File: src/rtl/sd_cmd_phy.sv
// SD CMD-line serial PHY: frames a 40-bit command token with CRC7 and end bit,
// shifts it out MSB first, then captures and checks the card's 48-bit response.
module sd_cmd_phy #(
  parameter int RESP_TIMEOUT = 64,
  parameter int NCR_MIN      = 2
) (
  input  logic        clock,
  input  logic        reset,
  input  logic        strobe_in,
  input  logic        ack_in,
  input  logic [39:0] cmd_to_send,
  input  logic        cmd_pin_in,
  output logic        cmd_pin_out,
  output logic        cmd_oe,
  output logic        serial_ready,
  output logic        strobe_out,
  output logic        ack_out,
  output logic [39:0] response_out,
  output logic        crc_error,
  output logic        frame_error,
  output logic        resp_timeout
);

  localparam int CLOG = $clog2(RESP_TIMEOUT + 1);
  localparam int CW   = (CLOG > 6) ? CLOG : 6;
  localparam logic [CW-1:0] LAST_BIT  = CW'(47);
  localparam logic [CW-1:0] TIMEOUT_C = CW'(RESP_TIMEOUT);
  localparam logic [CW-1:0] NCR_C     = CW'(NCR_MIN);

  typedef enum logic [2:0] {IDLE, SEND, RELEASE, WAIT_RESP, RECV, DONE} state_t;

  state_t        state;
  logic [CW-1:0] cnt;
  logic [47:0]   sreg;
  logic          armed;
  logic [47:0]   rx_word;
  logic [6:0]    tx_crc;
  logic [6:0]    rx_crc;
  logic          ack_in_unused;

  function automatic logic [6:0] crc7(input logic [39:0] d);
    logic [6:0] c;
    logic       fb;
    c = '0;
    for (int i = 39; i >= 0; i--) begin
      fb = d[i] ^ c[6];
      c  = {c[5:0], 1'b0};
      if (fb) c = c ^ 7'h09;
    end
    return c;
  endfunction

  // The same shift register serves transmit and receive; rx_word is the
  // value it would hold after taking the current line sample.
  assign rx_word       = {sreg[46:0], cmd_pin_in};
  assign tx_crc        = crc7(cmd_to_send);
  assign rx_crc        = crc7(rx_word[47:8]);
  assign ack_in_unused = ack_in;

  always_ff @(posedge clock) begin
    if (reset) begin
      state        <= IDLE;
      cnt          <= '0;
      sreg         <= '0;
      armed        <= 1'b1;
      cmd_pin_out  <= 1'b1;
      cmd_oe       <= 1'b0;
      serial_ready <= 1'b1;
      strobe_out   <= 1'b0;
      ack_out      <= 1'b0;
      response_out <= '0;
      crc_error    <= 1'b0;
      frame_error  <= 1'b0;
      resp_timeout <= 1'b0;
    end else begin
      case (state)
        IDLE: begin
          // A strobe still high from the previous transaction must drop
          // at least once while idle before a new command is accepted.
          if (!strobe_in) begin
            armed <= 1'b1;
          end else if (armed) begin
            armed        <= 1'b0;
            sreg         <= {cmd_to_send[38:0], tx_crc, 1'b1, 1'b0};
            cmd_pin_out  <= cmd_to_send[39];
            cmd_oe       <= 1'b1;
            cnt          <= '0;
            serial_ready <= 1'b0;
            crc_error    <= 1'b0;
            frame_error  <= 1'b0;
            resp_timeout <= 1'b0;
            state        <= SEND;
          end
        end
        SEND: begin
          if (cnt == LAST_BIT) begin
            cmd_oe      <= 1'b0;
            cmd_pin_out <= 1'b1;
            cnt         <= '0;
            state       <= RELEASE;
          end else begin
            cmd_pin_out <= sreg[47];
            sreg        <= {sreg[46:0], 1'b0};
            cnt         <= cnt + 1'b1;
          end
        end
        RELEASE: begin
          cnt   <= CW'(1);
          state <= WAIT_RESP;
        end
        WAIT_RESP: begin
          // cnt is the number of cycles since release for the sampled bit.
          if (cnt >= NCR_C && !cmd_pin_in) begin
            sreg  <= '0;
            cnt   <= CW'(1);
            state <= RECV;
          end else if (cnt == TIMEOUT_C) begin
            resp_timeout <= 1'b1;
            ack_out      <= 1'b1;
            state        <= DONE;
          end else begin
            cnt <= cnt + 1'b1;
          end
        end
        RECV: begin
          sreg <= rx_word;
          if (cnt == LAST_BIT) begin
            response_out <= rx_word[47:8];
            frame_error  <= rx_word[47] | rx_word[46] | ~rx_word[0];
            crc_error    <= (rx_word[7:1] != rx_crc);
            strobe_out   <= 1'b1;
            ack_out      <= 1'b1;
            state        <= DONE;
          end else begin
            cnt <= cnt + 1'b1;
          end
        end
        DONE: begin
          if (!strobe_in) begin
            strobe_out   <= 1'b0;
            ack_out      <= 1'b0;
            response_out <= '0;
            crc_error    <= 1'b0;
            frame_error  <= 1'b0;
            resp_timeout <= 1'b0;
            serial_ready <= 1'b1;
            cnt          <= '0;
            state        <= IDLE;
          end
        end
        default: state <= IDLE;
      endcase
    end
  end

endmodule

File: config.mk
export PLATFORM = sky130hd
export DESIGN_NAME = sd_cmd_phy
export DESIGN_NICKNAME = d
export VERILOG_FILES = /design/src/rtl/sd_cmd_phy.sv
export SDC_FILE = /design/constraint.sdc
export NUM_CORES = 1
export LEC_CHECK = 0
export BUFFER_PORTS_ARGS = -buffer_cell sky130_fd_sc_hd__buf_2
export CORE_MARGIN = 8
export CORE_UTILIZATION = 24
export DETAILED_ROUTE_END_ITERATION = 6
export SYNTH_ARGS = -nofsm -noshare
export SYNTH_HDL_FRONTEND = slang
export SYNTH_SLANG_ARGS = --single-unit
File: constraint.sdc
create_clock -name clock -period 7.8 [get_ports clock]
set_input_delay 0.39 -clock clock [delete_from_list [all_inputs] [get_ports clock]]
set_output_delay 0.39 -clock clock [all_outputs]
set_load 0.1 [all_outputs]
==> results of run 1 <==
-- placed cells by master, fill, tap and decap left out, types with 3 or more instances in the layout --
cell,n
nor2_1,110
dfxtp_1,107
buf_2,90
a22oi_1,88
xnor2_1,68
a211oi_1,50
xnor3_1,27
a21oi_1,21
xor2_1,19
nand2_1,18
o21ai_0,9
clkbuf_16,9
buf_4,7
xnor2_2,6
inv_1,5
nand3_1,5
xor3_1,5
nor3_1,4
nor2b_1,4
o21a_1,4
or3_1,4
xnor3_2,4
nor3b_1,3
nand2b_1,3
a21o_1,3
ha_1,3
-- stage by stage --
stage               utilization, %  worst slack, ns  hold slack (ns)
floorplan                        -             4.95            0.473
global placement              27.5             4.62            0.450
detailed placement            27.5             4.61            0.464
CTS                           28.7             4.72            0.385
global route                  28.7             4.57            0.421
finish                        28.7             4.74            0.386
-- cell type report --
type,count,area [um^2]
flip-flops and latches,107,2140
multi-input cells,489,3860
clock buffers,10,239
repair buffers,97,503
well taps,330,413
inverters,5,18.8
clock inverters,6,65.1
fillers,2688,18000
-- cell usage after synthesis (all sizes together), types with 2 or more instances --
library cell / number
o21a: 4
nand2b: 3
xnor3: 32
nor2: 111
a21o: 3
nand2: 18
nand3b: 2
nor3: 5
nor3b: 3
and3: 2
a211oi: 50
clkbuf: 37
o21ai: 9
or4b: 2
xnor2: 74
or3: 4
inv: 5
xor2: 19
nand3: 5
xor3: 5
nor2b: 4
o21bai: 2
ha: 3
dfxtp: 107
a22oi: 88
o31ai: 2
buf: 13
a21oi: 22
-- how the worst max path moves through the flow --
stage | start | slack (ns) | to | cells past startpoint
after floorplan | cmd_to_send[31] | 4.95 | sreg[2] | 8
after global placement | cmd_to_send[33] | 4.62 | sreg[6] | 9
after detailed placement | cmd_to_send[33] | 4.61 | sreg[6] | 9
after CTS | sreg[43] | 4.72 | crc_error | 8
after global routing | sreg[43] | 4.57 | crc_error | 8
final | sreg[43] | 4.74 | crc_error | 8
-- worst reg2reg max path: stages (launching register included) --
cell and delay, ns:
dfxtp_1 0.52, xnor2_1 0.23, xor3_1 0.43, xnor2_1 0.34
xor3_1 0.54, xor2_1 0.19, or3_1 0.31, a211oi_1 0.26
a211oi_1 0.10
-- logic make-up (layout without fill, tap and decap cells) --
family	after synthesis	count (layout)
flops	107	107
fa+ha+maj	3	3
compound gates	190	190
simple gates	165	165
buf+inv	55	118
mux	1	1
xor+xnor	130	130
-- layer usage --
metal  track usage, %  wire length, um  vias up
met4             3.78              320        8
met5                0               47        -
met2             17.3             8050      139
li1                 -                -     2459
met1             15.2             8540     2399
met3             3.80             1330       28
-- state kept, by name, summed over array words and instances, names as in the netlist --
register      flops
frame_error       1
crc_error         1
serial_ready      1
sreg             48
strobe_out        1
cmd_pin_out       1
response_out     40
armed             1
resp_timeout      1
cmd_oe            1
ack_out           1
state             3
cnt               7
==> metrics.md, run 1 <==
| Metric | Value |
|---|---|
| Post-synth top area share | 34.6% |
| Worst Path Required | 8.01 ns |
| First-pass GRT wire length | 28.0 mm |
| Mean Syn Cell Area | 9.51 um^2 |
| Clock buffer depth | 2 |
| WL final | 18.3 mm |
| Asr flop ratio synth | 0% |
| Die X | 177 um |
| Final min period | 3.06 ns |
| Mapped Cells | 651 |
| Antenna-violating nets left | 0 |
| CP delay by family, top | XOR/XNOR gates |
| RePlAce Congestion | 0.816 |
| Register area share after synthesis | 34.6% |
| PostCTS Resize Cnt | 0 |
| Fin nets | 757 |
| Drt first pass iters | 6 |
| Post-synthesis mux area share | 0.162% |
| Port bufs | 91 |
| Ys Warns | 0 |
| Final Max Slew Viols | 0 |
| HPWL Detailed | 13.2 mm |
| Placed cell areas | 6940 um^2 |
| CP startpoint kind | flip-flop |
| TNS Setup | 0 ns |
| Vias/cell | 4.82 |
| Status | finished clean |
| Synth top area cells | dfxtp_1, a22oi_1, xnor3_1 |
| Register-to-Register Setup Slack | 4.74 ns |
| Most used DFF post-synth | dfxtp_1 |
| Hold Buf Count CTS | 0 |
| Endpoints failing setup | 0 |
| Max Cap Viol | 0 |
| RSZ-0062 raised after global routing | false |
| # IOs | 93 |
| Synthesized area | 6190 um^2 |
| CTS tree | done |
| Die span in y | 177 um |
| Buf/Inv on CP | 0 |
| H-tree depth | 3 |
| Core Area | 25300 um^2 |
| Fmax | 327 MHz |
| Hold depth | 4 |
| Die ar. | 31200 um^2 |
| Wire per inst | 17.5 um |
| Syn_nets | 699 |
| Arrival time at the worst endpoint | 3.27 ns |
| Clock root cell | clkbuf_16 |
| Slowest stage cell, crit path | xor3_1 |
| Total Routing Usage GR | 11.5% |
| Post-synth top area cell | dfxtp_1 |
| Post-CTS setup buffer count | 0 |
| WHS Endpoint | frame_error |
| Depth of the most critical reg-to-reg path | 8 |
| R2r endpoint | crc_error |
| Worst-margin pin slew | 0.927 ns |
| Antenna cells | 0 |
| Critical-path maximum fanout | 6 |
| Synth unique cells | 50 |
| Drc violations | 0 |
| Largest net degree at the start of global routing | 96 |
| Max-Slew Margin vs Limit | 38.2% |
| Simple-gate share of the synthesized area | 11.6% |
| Design Area, Final | 7240 um^2 |
| Clock sinks | 107 |
| Synth Area in Compound Gates | 21.9% |
| Clk_lat worst skew | 0.36 ns |
| Post-Synth XOR/XNOR Area | 27.6% |
| Critical hold path startpoint | cmd_pin_in |
| Area Growth Syn to Fin | 17.0% |
| Largest family of logic cells by synthesized area | XOR/XNOR gates |
| Layout cells sized above 1 | 18.3% |
| DP Cell Count | 1028 |
| FF+latch count, synth | 107 |
| Non-filler instance count after layout | 1044 |
| Fin crit share | 39.2% |
| Hold Path Class | in2reg |
| DR vias | 5033 |
| Number of global-route vias before repair | 4798 |
| Worst-path cell chain | xnor2_1 -> xor3_1 -> xnor2_1 -> xor3_1 -> xor2_1 -> or3_1 -> a211oi_1 -> a211oi_1 |
| Initial antenna violation count | 4 |
| Critical path type | reg2reg |
| Crit path largest cell delay | 0.54 ns |
| Number of synthesized flops with an enable pin | 0 |
| CP Capture Type | flip-flop |
| Worst R2R Start | sreg[43] |
| Effective utilization at floorplan | 24.5% |
| Starting DRT DRC Count | 548 |
| Clock skew | 0.0136 ns |
| CTS Buf Count | 9 |
| Synth Area in Adders | 0.606% |
| Row Count | 58 |
| Worst-path clk slew | 0.07 ns |
| Final hold vios | 0 |
| GRT Residual Overflow | 0 |
Power of run 1 is not shown: default switching activity piles up to over one toggle a cycle in this logic, so the estimate is an artifact.
==> run 2, diff against run 1 <==
==> constraint.sdc (replaced) <==
create_clock -name clock -period 2.49 [get_ports clock]
set_input_delay 0.1245 -clock clock [delete_from_list [all_inputs] [get_ports clock]]
set_output_delay 0.1245 -clock clock [all_outputs]
set_load 0.1 [all_outputs]
==> metrics.md, run 2 (synthesis gave the netlist of run 1 again) <==
| Metric | Value |
|---|---|
| Clock root cell | clkbuf_16 |
| Commonest non-fill, non-tap cell in the layout | nor2_1 |
| GRT Residual Overflow | 0 (unchanged) |
| Clock sinks | 107 (unchanged) |
| Row Count | 58 (unchanged) |
| Effective utilization at floorplan | 24.5% (unchanged) |
| Fmax | 383 MHz (+17%) |
| Max-Slew Margin vs Limit | 58.8% (+21 points) |
| Starting DRT DRC Count | 364 (-34%) |
| Total Routing Usage GR | 12.6% (+1.1 points) |
| Final WS setup | -0.123 ns (-4.87 ns) |
| Clock skew | 0.0133 ns (-0.000229 ns) |
| Hold Path Class | in2reg |
| WHS Endpoint | frame_error |
| Hold depth | 4 (unchanged) |
| Worst-path cell chain | xnor2_1 -> buf_4 -> xor3_2 -> xor3_2 -> xnor3_1 -> or3_1 -> a211oi_1 -> a31o_1 -> a211oi_1 |
| Die span in y | 177 um (unchanged) |
| Initial antenna violation count | 7 (+3) |
| Status | finished, violations left |
| CP delay by family, top | XOR/XNOR gates |
| Fin nets | 845 (+12%) |
| Max reg flops | 48 (unchanged) |
| Buf/Inv on CP | 1 (+1) |
| DR vias | 5335 (+6.0%) |
| Final min period | 2.61 ns (-0.444 ns) |
| Most flop-heavy register | sreg |
| Crit path largest cell delay | 0.44 ns (-0.10 ns) |
| Clock buffer depth | 2 (unchanged) |
| Design Area, Final | 8040 um^2 (+11%) |
| HPWL Detailed | 14.6 mm (+11%) |
| Setup WS pre-CTS | -0.262 ns (-4.87 ns) |
| Number of global-route vias before repair | 5337 (+11%) |
| Endpoints failing setup | 1 (+1) |
| Failing checks | setup timing |
| Worst-margin pin slew | 0.618 ns (-0.309 ns) |
| # IOs | 93 (unchanged) |
| Antenna cells | 0 (unchanged) |
| Worst Path Required | 2.71 ns (-5.30 ns) |
| FILL cells | 2638 (-1.9%) |
| Antenna-violating nets left | 0 (unchanged) |
| Slowest stage cell, crit path | xor3_2 |
| Critical-path maximum fanout | 3 (-3) |
| Top flop regs | sreg: 48 flops, response_out: 40 flops, cnt: 7 flops |
| Worst R2R Start | sreg[36] |
| Hold Buf Count CTS | 0 (unchanged) |
| R2r endpoint | crc_error |
| Largest net degree at the start of global routing | 51 (-47%) |
| Multi-input gate area | 3950 um^2 (+2.2%) |
| First-pass GRT wire length | 30.8 mm (+10%) |
| H-tree depth | 3 (unchanged) |
| CP startpoint kind | flip-flop |
| Wire per inst | 17.4 um (-1.0%) |
| Layout cells sized above 1 | 29.1% (+11 points) |
| Drt first pass iters | 5 (-1) |
| Critical path type | reg2reg |
| Die X | 177 um (unchanged) |
| Drc violations | 0 (unchanged) |
| Register-to-Register Setup Slack | -0.12 ns (-4.87 ns) |
| Final hold vios | 0 (unchanged) |
| Worst-path clk slew | 0.08 ns (about the same) |
| Fin crit share | 105% (+66 points) |
| Die ar. | 31200 um^2 (unchanged) |
| Placed cell areas | 7660 um^2 (+10%) |
| Area Growth Syn to Fin | 29.9% |
| Min Hold Slack | 0.136 ns (-0.250 ns) |
| CP Capture Type | flip-flop |
| Critical hold path startpoint | cmd_pin_in |
| Core Area | 25300 um^2 (unchanged) |
| RePlAce Congestion | 0.835 (+2.4%) |
| Arrival time at the worst endpoint | 2.83 ns (-0.44 ns) |
| Final Max Slew Viols | 0 (unchanged) |
| Vias/cell | 4.72 (-2.2%) |
| CTS Buf Count | 9 (unchanged) |
| Port bufs | 91 (unchanged) |
| Max Cap Viol | 0 (unchanged) |
| Most frequent cells in the layout | nor2_1, dfxtp_1, buf_2, buf_4, a22oi_1 |
| WL final | 19.6 mm (+7.2%) |
| Depth of the most critical reg-to-reg path | 9 (+1) |
| Clk_lat worst skew | 0.36 ns (about the same) |
| Seq. cell area | 2150 um^2 (+0.18%) |
| CTS tree | done |
| RSZ-0062 raised after global routing | true |
run 2: cell count changes in the layout (fill, tap and decap cells not counted), moves of 3 or more:
cell / change
buf_4: +83
xnor2_1: -6
buf_12: +5
xnor2_2: +5
dfxtp_1: -3
dfxtp_2: +3
run 2: routing by layer:
layer	global-route usage (%)	wire, um
met4	3.68	306
met5	0	81
met2	19.5	8810
met3	4.06	1420
met1	16.4	9010
run 2: timing repair:
item,4_1_cts,5_1_grt
gates resized for setup,2,11
pin swaps,4,2
buffers inserted,1,1
endpoints found under the setup margin,1,41
gates cloned,0,0
run 2: area by class of cell:
cell class	count	area share [%]
clock buffers	10	2.85
clock inverters	5	0.747
inverters	5	0.233
multi-input cells	489	49.1
flip-flops and latches	107	26.7
well taps	330	5.14
repair buffers	185	15.3
run 2: worst reg2reg max path, cell delays in order (launching register included):
cell      delay, ns
dfxtp_1        0.33
xnor2_1        0.13
buf_4          0.15
xor3_2         0.42
xor3_2         0.44
xnor3_1        0.21
or3_1          0.36
a211oi_1       0.24
a31o_1         0.13
a211oi_1       0.06
run 2: per-stage QoR:
| stage | TNS, ns | utilization (%) | instances |
|---|---|---|---|
| after floorplan | -0.101 | - | 651 |
| final | -0.123 | 31.8 | 1131 |
| after global routing | -0.275 | 31.8 | 1131 |
| after global placement | -1.00 | 30.3 | 1114 |
| after detailed placement | -1.19 | 30.3 | 1114 |
| after CTS | -0.123 | 31.6 | 1130 |
run 2: worst max path at each step:
stage / cells after the start / start / to
floorplan: 8 / sreg[41] / crc_error
global placement: 10 / cmd_to_send[34] / sreg[2]
detailed placement: 9 / cmd_to_send[33] / sreg[6]
CTS: 8 / sreg[44] / crc_error
global route: 9 / sreg[36] / crc_error
finish: 9 / sreg[36] / crc_error
Power of run 2 is left out for the same reason.
